**config.mk**
```make
export PLATFORM = sky130hd
export DESIGN_NAME = glitc_i2c_target
export DESIGN_NICKNAME = d
export VERILOG_FILES = /design/src/rtl/glitc_i2c_pkg.sv /design/src/rtl/i2c_line_cond.sv /design/src/rtl/glitc_i2c_target.sv
export SDC_FILE = /design/constraint.sdc
export NUM_CORES = 1
export LEC_CHECK = 0
export CAP_MARGIN = 20
export CORE_AREA = 3 3 166 168
export CTS_BUF_LIST = sky130_fd_sc_hd__clkbuf_8
export DETAILED_ROUTE_END_ITERATION = 8
export DIE_AREA = 0 0 169 171
export GPL_TIMING_DRIVEN = 0
export MAX_ROUTING_LAYER = met4
export SYNTH_ARGS = -nofsm -noshare
export SYNTH_HDL_FRONTEND = slang
export SYNTH_HIERARCHICAL = 1
export SYNTH_SLANG_ARGS = --single-unit
```
**constraint.sdc**
```tcl
create_clock -name user_clk_i -period 4.1 [get_ports user_clk_i]
set_clock_uncertainty 0.1 [all_clocks]
set_input_delay 1.025 -clock user_clk_i [delete_from_list [all_inputs] [get_ports user_clk_i]]
set_output_delay 1.025 -clock user_clk_i [all_outputs]
set_load 0.05 [all_outputs]
```
**src/rtl/glitc_i2c_pkg.sv**
```systemverilog
// Shared state encoding and byte-framing constants for the GLITC I2C target.
package glitc_i2c_pkg;

    typedef enum logic [2:0] {
        IDLE,
        ADDR,
        ACK_ADDR,
        WR_PTR,
        WR_DATA,
        RD_BYTE,
        RD_ACK
    } i2c_state_t;

    localparam int I2C_BYTE_BITS = 8;
    localparam int I2C_RW_BIT    = 0;

endpackage

```
**src/rtl/i2c_line_cond.sv**
```systemverilog
// Conditions one I2C pad input: synchronizer, optional stability filter
// (GLITC_I2C_TARGET_GLITCH_FILTER_EN) and single-cycle rise/fall detection.
module i2c_line_cond #(
    parameter int SYNC_STAGES = 2
) (
    input  logic clk,
    input  logic rst_n,
    input  logic line,
    output logic level,
    output logic rise,
    output logic fall
);

    logic [SYNC_STAGES-1:0] sync_reg;
    logic                   cond;
    logic                   prev_reg;

    // Idle bus level is high, so the chain resets to 1 to avoid a false edge.
    always_ff @(posedge clk or negedge rst_n) begin
        if (!rst_n) begin
            sync_reg <= '1;
        end else begin
            sync_reg <= {sync_reg[SYNC_STAGES-2:0], line};
        end
    end

`ifdef GLITC_I2C_TARGET_GLITCH_FILTER_EN
    logic [1:0] hist_reg;
    logic       filt_reg;
    logic       sync_out;

    assign sync_out = sync_reg[SYNC_STAGES-1];
    // Follow the input only once three consecutive samples agree.
    assign cond = (sync_out == hist_reg[0] && sync_out == hist_reg[1]) ? sync_out : filt_reg;

    always_ff @(posedge clk or negedge rst_n) begin
        if (!rst_n) begin
            hist_reg <= 2'b11;
            filt_reg <= 1'b1;
        end else begin
            hist_reg <= {hist_reg[0], sync_out};
            filt_reg <= cond;
        end
    end
`else
    assign cond = sync_reg[SYNC_STAGES-1];
`endif

    always_ff @(posedge clk or negedge rst_n) begin
        if (!rst_n) begin
            prev_reg <= 1'b1;
        end else begin
            prev_reg <= cond;
        end
    end

    assign level = cond;
    assign rise  = cond & ~prev_reg;
    assign fall  = ~cond & prev_reg;

endmodule

```
**src/rtl/glitc_i2c_target.sv**
```systemverilog
// I2C register-bank target with auto-incrementing pointer and write strobe.
// Define GLITC_I2C_TARGET_GLITCH_FILTER_EN to add a 3-sample filter on SCL/SDA.
module glitc_i2c_target
    import glitc_i2c_pkg::*;
#(
    parameter logic [6:0] DEV_ADDR    = 7'h60,
    parameter int         NUM_REGS    = 16,
    parameter int         PTR_W       = 4,
    parameter int         SYNC_STAGES = 2
) (
    input  logic                  user_clk_i,
    input  logic                  user_rst_n_i,
    input  logic                  scl_i,
    input  logic                  sda_i,
    output logic                  sda_o,
    output logic                  sda_oen_o,
    output logic [8*NUM_REGS-1:0] regs_o,
    output logic                  wr_stb_o,
    output logic [PTR_W-1:0]      wr_addr_o,
    output logic [7:0]            wr_dat_o,
    output logic                  busy_o
);

    localparam logic [3:0] BYTE_CNT = 4'(I2C_BYTE_BITS);

    logic scl_level, scl_rise, scl_fall;
    logic sda_level, sda_rise, sda_fall;
    logic start_cond, stop_cond;

    i2c_line_cond #(.SYNC_STAGES(SYNC_STAGES)) u_scl (
        .clk(user_clk_i), .rst_n(user_rst_n_i), .line(scl_i),
        .level(scl_level), .rise(scl_rise), .fall(scl_fall)
    );

    i2c_line_cond #(.SYNC_STAGES(SYNC_STAGES)) u_sda (
        .clk(user_clk_i), .rst_n(user_rst_n_i), .line(sda_i),
        .level(sda_level), .rise(sda_rise), .fall(sda_fall)
    );

    assign start_cond = sda_fall & scl_level;
    assign stop_cond  = sda_rise & scl_level;

    i2c_state_t       state_reg, state_next;
    logic [3:0]       bit_cnt_reg, bit_cnt_next;
    logic [7:0]       shift_reg, shift_next;
    logic [PTR_W-1:0] ptr_reg, ptr_next, ptr_inc;
    logic             rw_reg, rw_next;
    logic             ack_reg, ack_next;
    logic             sda_oen_reg, sda_oen_next;
    logic             busy_reg, busy_next;
    logic             wr_stb_reg, wr_stb_next;
    logic [PTR_W-1:0] wr_addr_reg, wr_addr_next;
    logic [7:0]       wr_dat_reg, wr_dat_next;
    logic             reg_we;
    logic [7:0]       regs_reg [NUM_REGS];

    assign ptr_inc = ptr_reg + PTR_W'(1);

    always_ff @(posedge user_clk_i or negedge user_rst_n_i) begin
        if (!user_rst_n_i) begin
            state_reg   <= IDLE;
            bit_cnt_reg <= '0;
            shift_reg   <= '0;
            ptr_reg     <= '0;
            rw_reg      <= 1'b0;
            ack_reg     <= 1'b0;
            sda_oen_reg <= 1'b1;
            busy_reg    <= 1'b0;
            wr_stb_reg  <= 1'b0;
            wr_addr_reg <= '0;
            wr_dat_reg  <= '0;
        end else begin
            state_reg   <= state_next;
            bit_cnt_reg <= bit_cnt_next;
            shift_reg   <= shift_next;
            ptr_reg     <= ptr_next;
            rw_reg      <= rw_next;
            ack_reg     <= ack_next;
            sda_oen_reg <= sda_oen_next;
            busy_reg    <= busy_next;
            wr_stb_reg  <= wr_stb_next;
            wr_addr_reg <= wr_addr_next;
            wr_dat_reg  <= wr_dat_next;
        end
    end

    always_ff @(posedge user_clk_i or negedge user_rst_n_i) begin
        if (!user_rst_n_i) begin
            for (int i = 0; i < NUM_REGS; i++) regs_reg[i] <= '0;
        end else if (reg_we) begin
            regs_reg[ptr_reg] <= shift_reg;
        end
    end

    always_comb begin
        state_next   = state_reg;
        bit_cnt_next = bit_cnt_reg;
        shift_next   = shift_reg;
        ptr_next     = ptr_reg;
        rw_next      = rw_reg;
        ack_next     = ack_reg;
        sda_oen_next = sda_oen_reg;
        busy_next    = busy_reg;
        wr_stb_next  = 1'b0;
        wr_addr_next = wr_addr_reg;
        wr_dat_next  = wr_dat_reg;
        reg_we       = 1'b0;

        if (stop_cond) begin
            state_next   = IDLE;
            bit_cnt_next = '0;
            ack_next     = 1'b0;
            sda_oen_next = 1'b1;
            busy_next    = 1'b0;
        end else if (start_cond) begin
            state_next   = ADDR;
            bit_cnt_next = '0;
            ack_next     = 1'b0;
            sda_oen_next = 1'b1;
            busy_next    = 1'b0;
        end else begin
            case (state_reg)
                ADDR, WR_PTR, WR_DATA: begin
                    if (!ack_reg) begin
                        if (scl_rise && bit_cnt_reg < BYTE_CNT) begin
                            shift_next   = {shift_reg[6:0], sda_level};
                            bit_cnt_next = bit_cnt_reg + 4'd1;
                        end else if (scl_fall && bit_cnt_reg == BYTE_CNT) begin
                            bit_cnt_next = '0;
                            if (state_reg == ADDR) begin
                                if (shift_reg[7:1] == DEV_ADDR) begin
                                    state_next   = ACK_ADDR;
                                    rw_next      = shift_reg[I2C_RW_BIT];
                                    sda_oen_next = 1'b0;
                                    busy_next    = 1'b1;
                                end else begin
                                    state_next = IDLE;
                                end
                            end else begin
                                ack_next     = 1'b1;
                                sda_oen_next = 1'b0;
                                if (state_reg == WR_PTR) ptr_next = shift_reg[PTR_W-1:0];
                            end
                        end
                    end else if (scl_fall) begin
                        // End of the ACK clock: the byte is now final.
                        ack_next     = 1'b0;
                        sda_oen_next = 1'b1;
                        bit_cnt_next = '0;
                        if (state_reg == WR_PTR) begin
                            state_next = WR_DATA;
                        end else begin
                            reg_we       = 1'b1;
                            wr_stb_next  = 1'b1;
                            wr_addr_next = ptr_reg;
                            wr_dat_next  = shift_reg;
                            ptr_next     = ptr_inc;
                        end
                    end
                end
                ACK_ADDR: begin
                    if (scl_fall) begin
                        if (!rw_reg) begin
                            state_next   = WR_PTR;
                            sda_oen_next = 1'b1;
                            bit_cnt_next = '0;
                        end else begin
                            state_next   = RD_BYTE;
                            shift_next   = regs_reg[ptr_reg];
                            sda_oen_next = regs_reg[ptr_reg][7];
                            bit_cnt_next = 4'd1;
                        end
                    end
                end
                RD_BYTE: begin
                    if (scl_fall) begin
                        if (bit_cnt_reg == BYTE_CNT) begin
                            state_next   = RD_ACK;
                            sda_oen_next = 1'b1;
                        end else if (bit_cnt_reg == 4'd0) begin
                            sda_oen_next = shift_reg[7];
                            bit_cnt_next = 4'd1;
                        end else begin
                            shift_next   = {shift_reg[6:0], 1'b0};
                            sda_oen_next = shift_reg[6];
                            bit_cnt_next = bit_cnt_reg + 4'd1;
                        end
                    end
                end
                RD_ACK: begin
                    if (scl_rise) begin
                        if (!sda_level) begin
                            state_next   = RD_BYTE;
                            ptr_next     = ptr_inc;
                            shift_next   = regs_reg[ptr_inc];
                            bit_cnt_next = '0;
                        end else begin
                            state_next = IDLE;
                        end
                    end
                end
                default: state_next = IDLE;
            endcase
        end
    end

    genvar gi;
    generate
        for (gi = 0; gi < NUM_REGS; gi++) begin : g_regs_out
            assign regs_o[8*gi +: 8] = regs_reg[gi];
        end
    endgenerate

    assign sda_o     = 1'b0;
    assign sda_oen_o = sda_oen_reg;
    assign wr_stb_o  = wr_stb_reg;
    assign wr_addr_o = wr_addr_reg;
    assign wr_dat_o  = wr_dat_reg;
    assign busy_o    = busy_reg;

endmodule

```
==> results.md, run 1 <==
- Final hold viol count: 0
- Largest net degree at the start of global routing: 97
- Largest area contributor in the netlist: dfrtp_1
- RSZ-0062 raised after global routing: no
- H-Tree Depth: 4
- Netlist cell types: 70
- Port bufs: 146
- CTS Buf Count: 17
- Class of the most critical setup path: flop to flop
- Clk sink count: 170
- Sequential area share after synthesis: 45.2%
- Synth-to-layout area growth: 24.5%
- WHS Endpoint: u_scl/sync_reg[1]
- Number of enable flip-flop cells after synthesis: 0
- CP required: 4.36 ns
- Peak VDD IR: 160 uV
- Dpl ws: -0.0795 ns
- # hold bufs at CTS: 0
- Status: completed
- Antenna violations before repair: 0
- Fmax achieved: 258 MHz
- Synth top area share: 43.3%
- Hold_sp: u_scl/sync_reg[0]
- Startpoint types: flop
- Static leakage: 4.99 nW
- Critical R2R Launch: ptr_reg[1]
- Initial DRC count: 608
- Power Density: 281 nW/um2
- Syn Std Cell Area: 9420 um2
- Total GRT Usage: 23.1%
- DR vias/cell: 5.93
- Area post-placement: 11300 um2
- Layout net count: 892
- Die area: 28900 um2
- Final setup fails: 0
- Worst slew margin: 36.6%
- Post-Syn Nets: 725
- Global placement routability congestion: 0.896
- Die Width: 169 um
- Core Rows: 59
- CORE AREA: 26100 um2
- Max reg flops: 128
- N_diodes: 0
- Global-route wire length before repair: 48300 um
- Fin crit share: 94.7%
- Post-DRT Antenna Nets: 0
- Crit path capture type: flop
- Top_reg_cell synth: dfrtp_1
- FF+latch count, synth: 170
- CTS tree: built
- Slew Limit Fails: 0
- Share of synthesized registers carrying an async set or reset: 100%
- DRC viols: 0
- Clock-pin slew on the worst setup and hold paths: 0.10 ns
- CTS max path bufs: 2
- Mapped Avg Cell Area: 13.2 um2
- Area contributors post-synth: dfrtp_1 (43%), mux2_2 (16%), mux4_2 (14%)
- Critical path fanouts, max: 10
- Layout cells sized above 1: 32.3%
- Cell area after layout: 11700 um2
- Clk Latency, worst-skew pair: 0.48 ns
- Data arrival, critical path: 4.14 ns
- Die Y: 171 um
- Final Critical Period: 3.88 ns
- 1st-pass router iterations: 5
- Total Routed Length: 32200 um
- Worst hold path stage count: 0
- Mapped Cells: 715
- Gr ovfl total: 0
- RR Endpoint: shift_reg[1]
- Final WS setup: 0.219 ns
- Final HPWL DP: 22600 um
- Maxcap violations: 0
- Routed WL per cell: 26.2 um
- Slew at the pin with the worst max-slew slack: 0.951 ns
- R2r setup slk: 0.22 ns
- I/O pin count: 148
- Ys Warns: 6
- Fillers: 2427
- Vias in the first global route: 7492
- Reg2reg path depth: 10
- Initial Util: 36.2%
- Hold Path Class: flop to flop
- CTS root buffer: clkbuf_8
- Vias post-DR: 7292
[timing repair]
item / in CTS / in global routing
endpoints found under the setup margin: 8 / 6
resized for setup: 2 / 2
hold endpoints to repair: 0 / 0
buffers inserted: 0 / 0
[metal layers]
| layer | part of all wire, % | global-route usage, % | wire (um) | vias to the layer above |
|---|---|---|---|---|
| li1 | - | - | - | 3057 |
| met1 | 44 | 30.8 | 14100 | 3832 |
| met2 | 47 | 36.1 | 15200 | 324 |
| met3 | 4.6 | 2.98 | 1490 | 79 |
| met4 | 4.4 | 9.17 | 1420 | 0 |
| met5 | 0 | - | 0 | - |
[power breakdown]
part	switching [mW]	internal, mW	leakage [nW]
sequential	0.0274	1.71	2.33
clock	0.741	0.454	0.194
combinational	0.271	0.0902	2.46
total	1.04	2.25	4.99
[synth_stat cells (all sizes together), types with 4 or more instances]
| cell | count |
|---|---|
| inv | 9 |
| nor2b | 8 |
| and3b | 5 |
| o22a | 8 |
| dfstp | 7 |
| mux2 | 143 |
| and3 | 5 |
| ha | 6 |
| nand2 | 32 |
| clkbuf | 30 |
| a32oi | 5 |
| a21oi | 14 |
| dfrtp | 163 |
| o22ai | 8 |
| nor3 | 5 |
| o2111ai | 5 |
| nand4 | 8 |
| buf | 33 |
| nor2 | 16 |
| and2 | 5 |
| or2 | 4 |
| mux2i | 33 |
| mux4 | 57 |
| o31ai | 4 |
| nand3 | 15 |
| o21ai | 13 |
| nand2b | 9 |
[cells in the final DEF (no fill, tap or decap), drive strengths merged, types with 5 or more instances in the layout]
cell type,Yosys,routed
nor2,16,16
mux4,57,57
and2,5,5
nor3,5,5
a21oi,14,14
inv,9,18
mux2,143,143
dfrtp,163,163
nand4,8,8
and3b,5,5
o2111ai,5,5
and3,5,5
o22a,8,8
nand2,32,32
nand2b,9,9
nand3,15,15
mux2i,33,33
dfstp,7,7
clkdlybuf4s50,0,145
clkbuf,30,47
o21ai,13,13
nor2b,8,8
a32oi,5,5
buf,33,36
o22ai,8,8
ha,6,6
[critical path, cell delays in order (launching register included)]
cell and delay, ns:
dfrtp_1 0.38, buf_2 0.32, buf_1 0.58, inv_1 0.24, ha_1 0.33, clkbuf_1 0.43
clkbuf_2 0.48, mux4_2 0.39, mux2i_1 0.19, o22ai_1 0.11, o22a_1 0.20
[worst max path at each step]
stage	depth (start not counted)	slack [ns]	startpoint	endpoint
CTS	10	0.02	ptr_reg[1]	shift_reg[1]
global placement	1	-5.45	user_rst_n_i	regs_o[54]
global route	10	0.08	ptr_reg[1]	shift_reg[2]
floorplan	10	1.19	ptr_reg[1]	shift_reg[2]
detailed placement	10	-0.08	ptr_reg[1]	shift_reg[2]
finish	10	0.22	ptr_reg[1]	shift_reg[1]
[cell type report]
cell class                      instances  area (um2)  share of cell area (%)
Multi-Input combinational cell        473        4840                    41.2
Buffer                                 63         295                    2.52
Inverter                                9        33.8                   0.288
Clock buffer                           17         234                    1.99
Timing Repair Buffer                  148        1500                    12.8
Clock inverter                         15         151                    1.29
Tap cell                              335         419                    3.57
Sequential cell                       170        4260                    36.3
[kinds of logic after synthesis]
group | count (synthesis) | share of synthesized area [%]
AOI/OAI and AO/OA | 93 | 7.17
xor gates and xnor gates | 5 | 0.465
adders and majority gates | 6 | 0.797
buffers and inverters | 72 | 3.45
DFF | 170 | 45.2
muxes | 233 | 34.2
other | 1 | 0.0398
and+or+nand+nor | 135 | 8.63
[metrics by stage]
stage / instances / utilization [%] / power, mW / hold WS [ns] / setup TNS [ns]
2_1_floorplan: 715 / - / 1.95 / 0.245 / 0
3_5_place_dp: 1197 / 43.5 / 2.12 / 0.247 / -0.241
3_3_place_gp: 1196 / 43.4 / 2.12 / 0.247 / -907.97
5_1_grt: 1230 / 45.0 / 3.41 / 0.267 / 0
4_1_cts: 1229 / 45.0 / 3.30 / 0.263 / 0
6_report: 1230 / 45.0 / 3.29 / 0.260 / 0
Note: power is estimated with default switching activity, not from simulation.
==> inputs of run 2 (changes only) <==
--- a/config.mk
+++ b/config.mk
@@ -12,6 +12,7 @@
 export DIE_AREA = 0 0 169 171
 export GPL_TIMING_DRIVEN = 0
 export MAX_ROUTING_LAYER = met4
+export PLACE_DENSITY_LB_ADDON = 0.1
 export SYNTH_ARGS = -nofsm -noshare
 export SYNTH_HDL_FRONTEND = slang
 export SYNTH_HIERARCHICAL = 1
==> results.md, run 2 (synthesis results as in run 1) <==
- Status: completed
- DR vias/cell: 5.90
- Maxcap violations: 0
- # hold bufs at CTS: 0
- Initial DRC count: 622
- Peak VDD IR: 177 uV
- Top Family by Delay on Critical Path: buffers and inverters
- RSZ-0062 raised after global routing: no
- WP buf/inv: 5
- Die Width: 169 um
- CP required: 4.36 ns
- Total power: 3.45 mW
- Data arrival, critical path: 3.88 ns
- R2r setup slk: 0.48 ns
- Final Critical Period: 3.62 ns
- CTS Buf Count: 17
- Clock-pin slew on the worst setup and hold paths: 0.10 ns
- Worst slew margin: 40.6%
- Startpoint types: flop
- Cell area after layout: 11800 um2
- Worst hold path stage count: 0
- Fin Setup TNS: 0 ns
- Hold_sp: u_sda/sync_reg[0]
- Most common cell after layout, fill and taps aside: dfrtp_1
- FF+latch area: 4260 um2
- Synth-to-layout area growth: 25.1%
- Static leakage: 5.02 nW
- Global-route wire length before repair: 50000 um
- Slew Limit Fails: 0
- Fin crit share: 88.2%
- RR Endpoint: shift_reg[0]
- CTS max path bufs: 2
- Hold Path Class: flop to flop
- Antenna violations before repair: 0
- N_diodes: 0
- Area post-placement: 11300 um2
- Area of the multi-input gates: 4840 um2
- Layout net count: 891
- Largest net degree at the start of global routing: 95
- Critical R2R Launch: ptr_reg[0]
- Initial Util: 36.2%
- CTS tree: built
- Vias post-DR: 7242
- CTS root buffer: clkbuf_8
- Vias in the first global route: 7735
- H-Tree Depth: 4
- Gr ovfl total: 0
- Reg2reg path depth: 10
- Total Routed Length: 32900 um
- Clk sink count: 170
- CP peak stage delay: 0.68 ns
- WHS Endpoint: u_sda/sync_reg[1]
- Critical path fanouts, max: 10
- Post-DRT Antenna Nets: 0
- Critical-path top delay cell: clkbuf_1
- Crit path capture type: flop
- Worst-path cell chain: buf_2 > buf_2 > inv_1 > ha_1 > clkbuf_1 > clkbuf_1 > mux4_2 > mux2i_1 > o22ai_1 > o22a_1
- Post CTS Setup Buffer Count: 0
- CORE AREA: 26100 um2
- Class of the most critical setup path: flop to flop
- WHS: 0.246 ns
- Die area: 28900 um2
- Final hold viol count: 0
- Power Density: 293 nW/um2
- Global placement routability congestion: 0.898
- Max reg flops: 128
- Slew at the pin with the worst max-slew slack: 0.890 ns
- Layout cells sized above 1: 32.3%
- Port bufs: 146
- DRC viols: 0
- Routed WL per cell: 26.8 um
- Final setup fails: 0
- Fillers: 2402
- Final HPWL DP: 24200 um
- Total GRT Usage: 23.7%
- I/O pin count: 148
- Die Y: 171 um
- Fmax achieved: 277 MHz
- 1st-pass router iterations: 7
- Commonest cells after routing, fill and taps aside: dfrtp_1 (163), clkdlybuf4s50_1 (145), mux2_2 (137)
- Core Rows: 59
- Clk Latency, worst-skew pair: 0.47 ns
run 2: worst max path at each step:
stage / cells after the start / endpoint / start
after floorplan: 10 / shift_reg[2] / ptr_reg[1]
after detailed placement: 10 / shift_reg[2] / ptr_reg[1]
after CTS: 10 / shift_reg[0] / ptr_reg[1]
final: 10 / shift_reg[0] / ptr_reg[0]
after global routing: 9 / shift_reg[0] / ptr_reg[1]
after global placement: 1 / regs_o[45] / user_rst_n_i
run 2: worst reg2reg max path, cell delays in order (launching register included):
cell and delay [ns]:
dfrtp_1 0.40, buf_2 0.20, buf_2 0.30, inv_1 0.21, ha_1 0.32, clkbuf_1 0.38
clkbuf_1 0.68, mux4_2 0.45, mux2i_1 0.17, o22ai_1 0.10, o22a_1 0.20
run 2: per-stage QoR:
step / setup slack, ns / instances / util, %
5_1_grt: 0.308 / 1228 / 45.2
2_1_floorplan: 1.19 / 715 / -
3_3_place_gp: -5.15 / 1196 / 43.4
6_report: 0.483 / 1228 / 45.2
4_1_cts: 0.0564 / 1228 / 45.2
3_5_place_dp: -0.0698 / 1197 / 43.5
run 2: layout make-up:
class	count	share of cell area (%)
clock buffer	17	1.98
multi-input combinational	473	41.0
tap	335	3.56
buffer	62	2.46
clock inverter	14	1.78
timing repair buffer	148	12.7
sequential	170	36.2
inverter	9	0.287
run 2: metal layers:
metal	global-route usage, %	up-vias	wire length (um)
li1	-	3067	-
met5	-	-	0
met4	6.67	0	823
met1	31.8	3796	14500
met2	38.0	309	16100
met3	3.58	70	1480
run 2: report_power, final:
group	internal [mW]	total (mW)	leakage, nW	switching (mW)
sequential	1.71	1.74	2.33	0.0295
combinational	0.0903	0.348	2.46	0.258
clock	0.680	1.36	0.228	0.684
run 2: what timing repair did:
action / in CTS / in global routing
gates resized for setup: 2 / 0
endpoints found under the setup margin: 7 / 6
cloned: 0 / 0
pin swaps: 0 / 0
==> inputs of run 3 (changes only) <==
--- a/config.mk
+++ b/config.mk
@@ -6,10 +6,10 @@
 export NUM_CORES = 1
 export LEC_CHECK = 0
 export CAP_MARGIN = 20
-export CORE_AREA = 3 3 166 168
+export CORE_AREA = 2 2 184 150
 export CTS_BUF_LIST = sky130_fd_sc_hd__clkbuf_8
 export DETAILED_ROUTE_END_ITERATION = 8
-export DIE_AREA = 0 0 169 171
+export DIE_AREA = 0 0 186 152
 export GPL_TIMING_DRIVEN = 0
 export MAX_ROUTING_LAYER = met4
 export PLACE_DENSITY_LB_ADDON = 0.1
==> results.md, run 3 (synthesis results as in run 1) <==
- Status: completed
- Peak VDD IR: 198 uV
- Routed WL per cell: 26.7 um
- Hold Path Class: flop to flop
- Fin crit share: 90.6%
- Worst slew margin: 35.4%
- CP required: 4.35 ns
- Total Routed Length: 33600 um
- Post-DRT Antenna Nets: 0
- Total power: 3.33 mW
- Final HPWL DP: 24300 um
- CTS Buf Count: 17
- CORE AREA: 26700 um2
- Critical path fanouts, max: 10
- Slew Limit Fails: 0
- Antenna violations before repair: 0
- Commonest cells after routing, fill and taps aside: dfrtp_1 (163), clkdlybuf4s50_1 (145), mux2_2 (137)
- Post CTS Setup Buffer Count: 0
- Inst Count DP: 1227
- CTS max path bufs: 2
- Most common cell after layout, fill and taps aside: dfrtp_1
- CTS tree: built
- Post_cts resized: 1
- N_diodes: 0
- Cell area after layout: 11800 um2
- Power Density: 283 nW/um2
- Startpoint types: flop
- Clk sink count: 170
- Clock-pin slew on the worst setup and hold paths: 0.10 ns
- Die Width: 186 um
- Global placement routability congestion: 0.858
- Final setup fails: 0
- Synth-to-layout area growth: 25.1%
- Crit path capture type: flop
- Area post-placement: 11400 um2
- Final Critical Period: 3.71 ns
- DRC viols: 0
- Data arrival, critical path: 3.97 ns
- Port bufs: 146
- RSZ-0062 raised after global routing: no
- Largest net degree at the start of global routing: 98
- DR vias/cell: 5.74
- Total GRT Usage: 25.1%
- Vias in the first global route: 7485
- Clk Latency, worst-skew pair: 0.50 ns
- Core Rows: 54
- Initial DRC count: 641
- Fmax achieved: 269 MHz
- Fillers: 2493
- Final hold viol count: 0
- 1st-pass router iterations: 5
- Class of the most critical setup path: flop to flop
- Static leakage: 4.99 nW
- Slew at the pin with the worst max-slew slack: 0.970 ns
- H-Tree Depth: 4
- I/O pin count: 148
- Final std cells w/o fill: 1258
- Initial Util: 35.3%
- Vias post-DR: 7224
- CTS root buffer: clkbuf_8
- Die Y: 152 um
- Gr ovfl total: 0
- Global-route wire length before repair: 50200 um
- Maxcap violations: 0
- Layout net count: 891
- Layout cells sized above 1: 32.1%
- Die area: 28300 um2
- # hold bufs at CTS: 0
- Max reg flops: 128
==> run 3: routing by layer <==
metal  global-route usage [%]  wire length [um]  vias up
met2                     36.7             15400      306
met3                     4.70              2060       39
met5                        -                 0        -
li1                         -                 -     3059
met4                     6.56               678        0
met1                     35.9             15500     3820
==> run 3: worst paths after layout <==
check | slack (ns) | start | cells after the start | to
setup / recovery | 0.39 | ptr_reg[0] | 10 | shift_reg[0]
hold / removal | 0.27 | u_sda/sync_reg[0] | 0 | u_sda/sync_reg[1]
setup reg to reg | 0.39 | ptr_reg[0] | 10 | shift_reg[0]
hold reg to reg | 0.27 | u_sda/sync_reg[0] | 0 | u_sda/sync_reg[1]
max in group asynchronous | 2.59 | user_rst_n_i | 2 | shift_reg[0]
min in group asynchronous | 0.35 | user_rst_n_i | 1 | regs_o[22]
==> run 3: through the flow <==
stage	hold slack, ns	setup slack [ns]	utilization (%)	setup TNS [ns]
CTS	0.263	0.391	44.2	0
detailed placement	0.250	-0.108	42.6	-0.406
global placement	0.247	-5.14	42.5	-856.14
floorplan	0.245	1.19	-	0
finish	0.267	0.386	44.2	0
global route	0.278	0.254	44.2	0
==> run 3: area by class of cell <==
type | count | area [um2] | share of cell area (%)
sequential | 170 | 4260 | 36.2
tap | 364 | 455 | 3.86
timing repair buffer | 148 | 1500 | 12.7
inverter | 9 | 33.8 | 0.287
clock inverter | 14 | 161 | 1.37
buffer | 62 | 289 | 2.45
multi-input combinational | 473 | 4840 | 41.0
clock buffer | 18 | 248 | 2.10
==> run 3: critical path, stage by stage, from the launching register on <==
cell and delay (ns):
dfrtp_1 0.39, buf_2 0.20, buf_2 0.32, inv_1 0.22, ha_1 0.32, clkbuf_1 0.37, clkbuf_1 0.68, mux4_2 0.45
mux2i_1 0.22, o22ai_1 0.13, o22a_1 0.21
==> run 3: where the power goes <==
| group | switching (mW) | internal, mW | total, mW | leakage [nW] |
|---|---|---|---|---|
| sequential | 0.0309 | 1.71 | 1.74 | 2.33 |
| combinational | 0.272 | 0.0901 | 0.362 | 2.46 |
| clock | 0.758 | 0.474 | 1.23 | 0.204 |
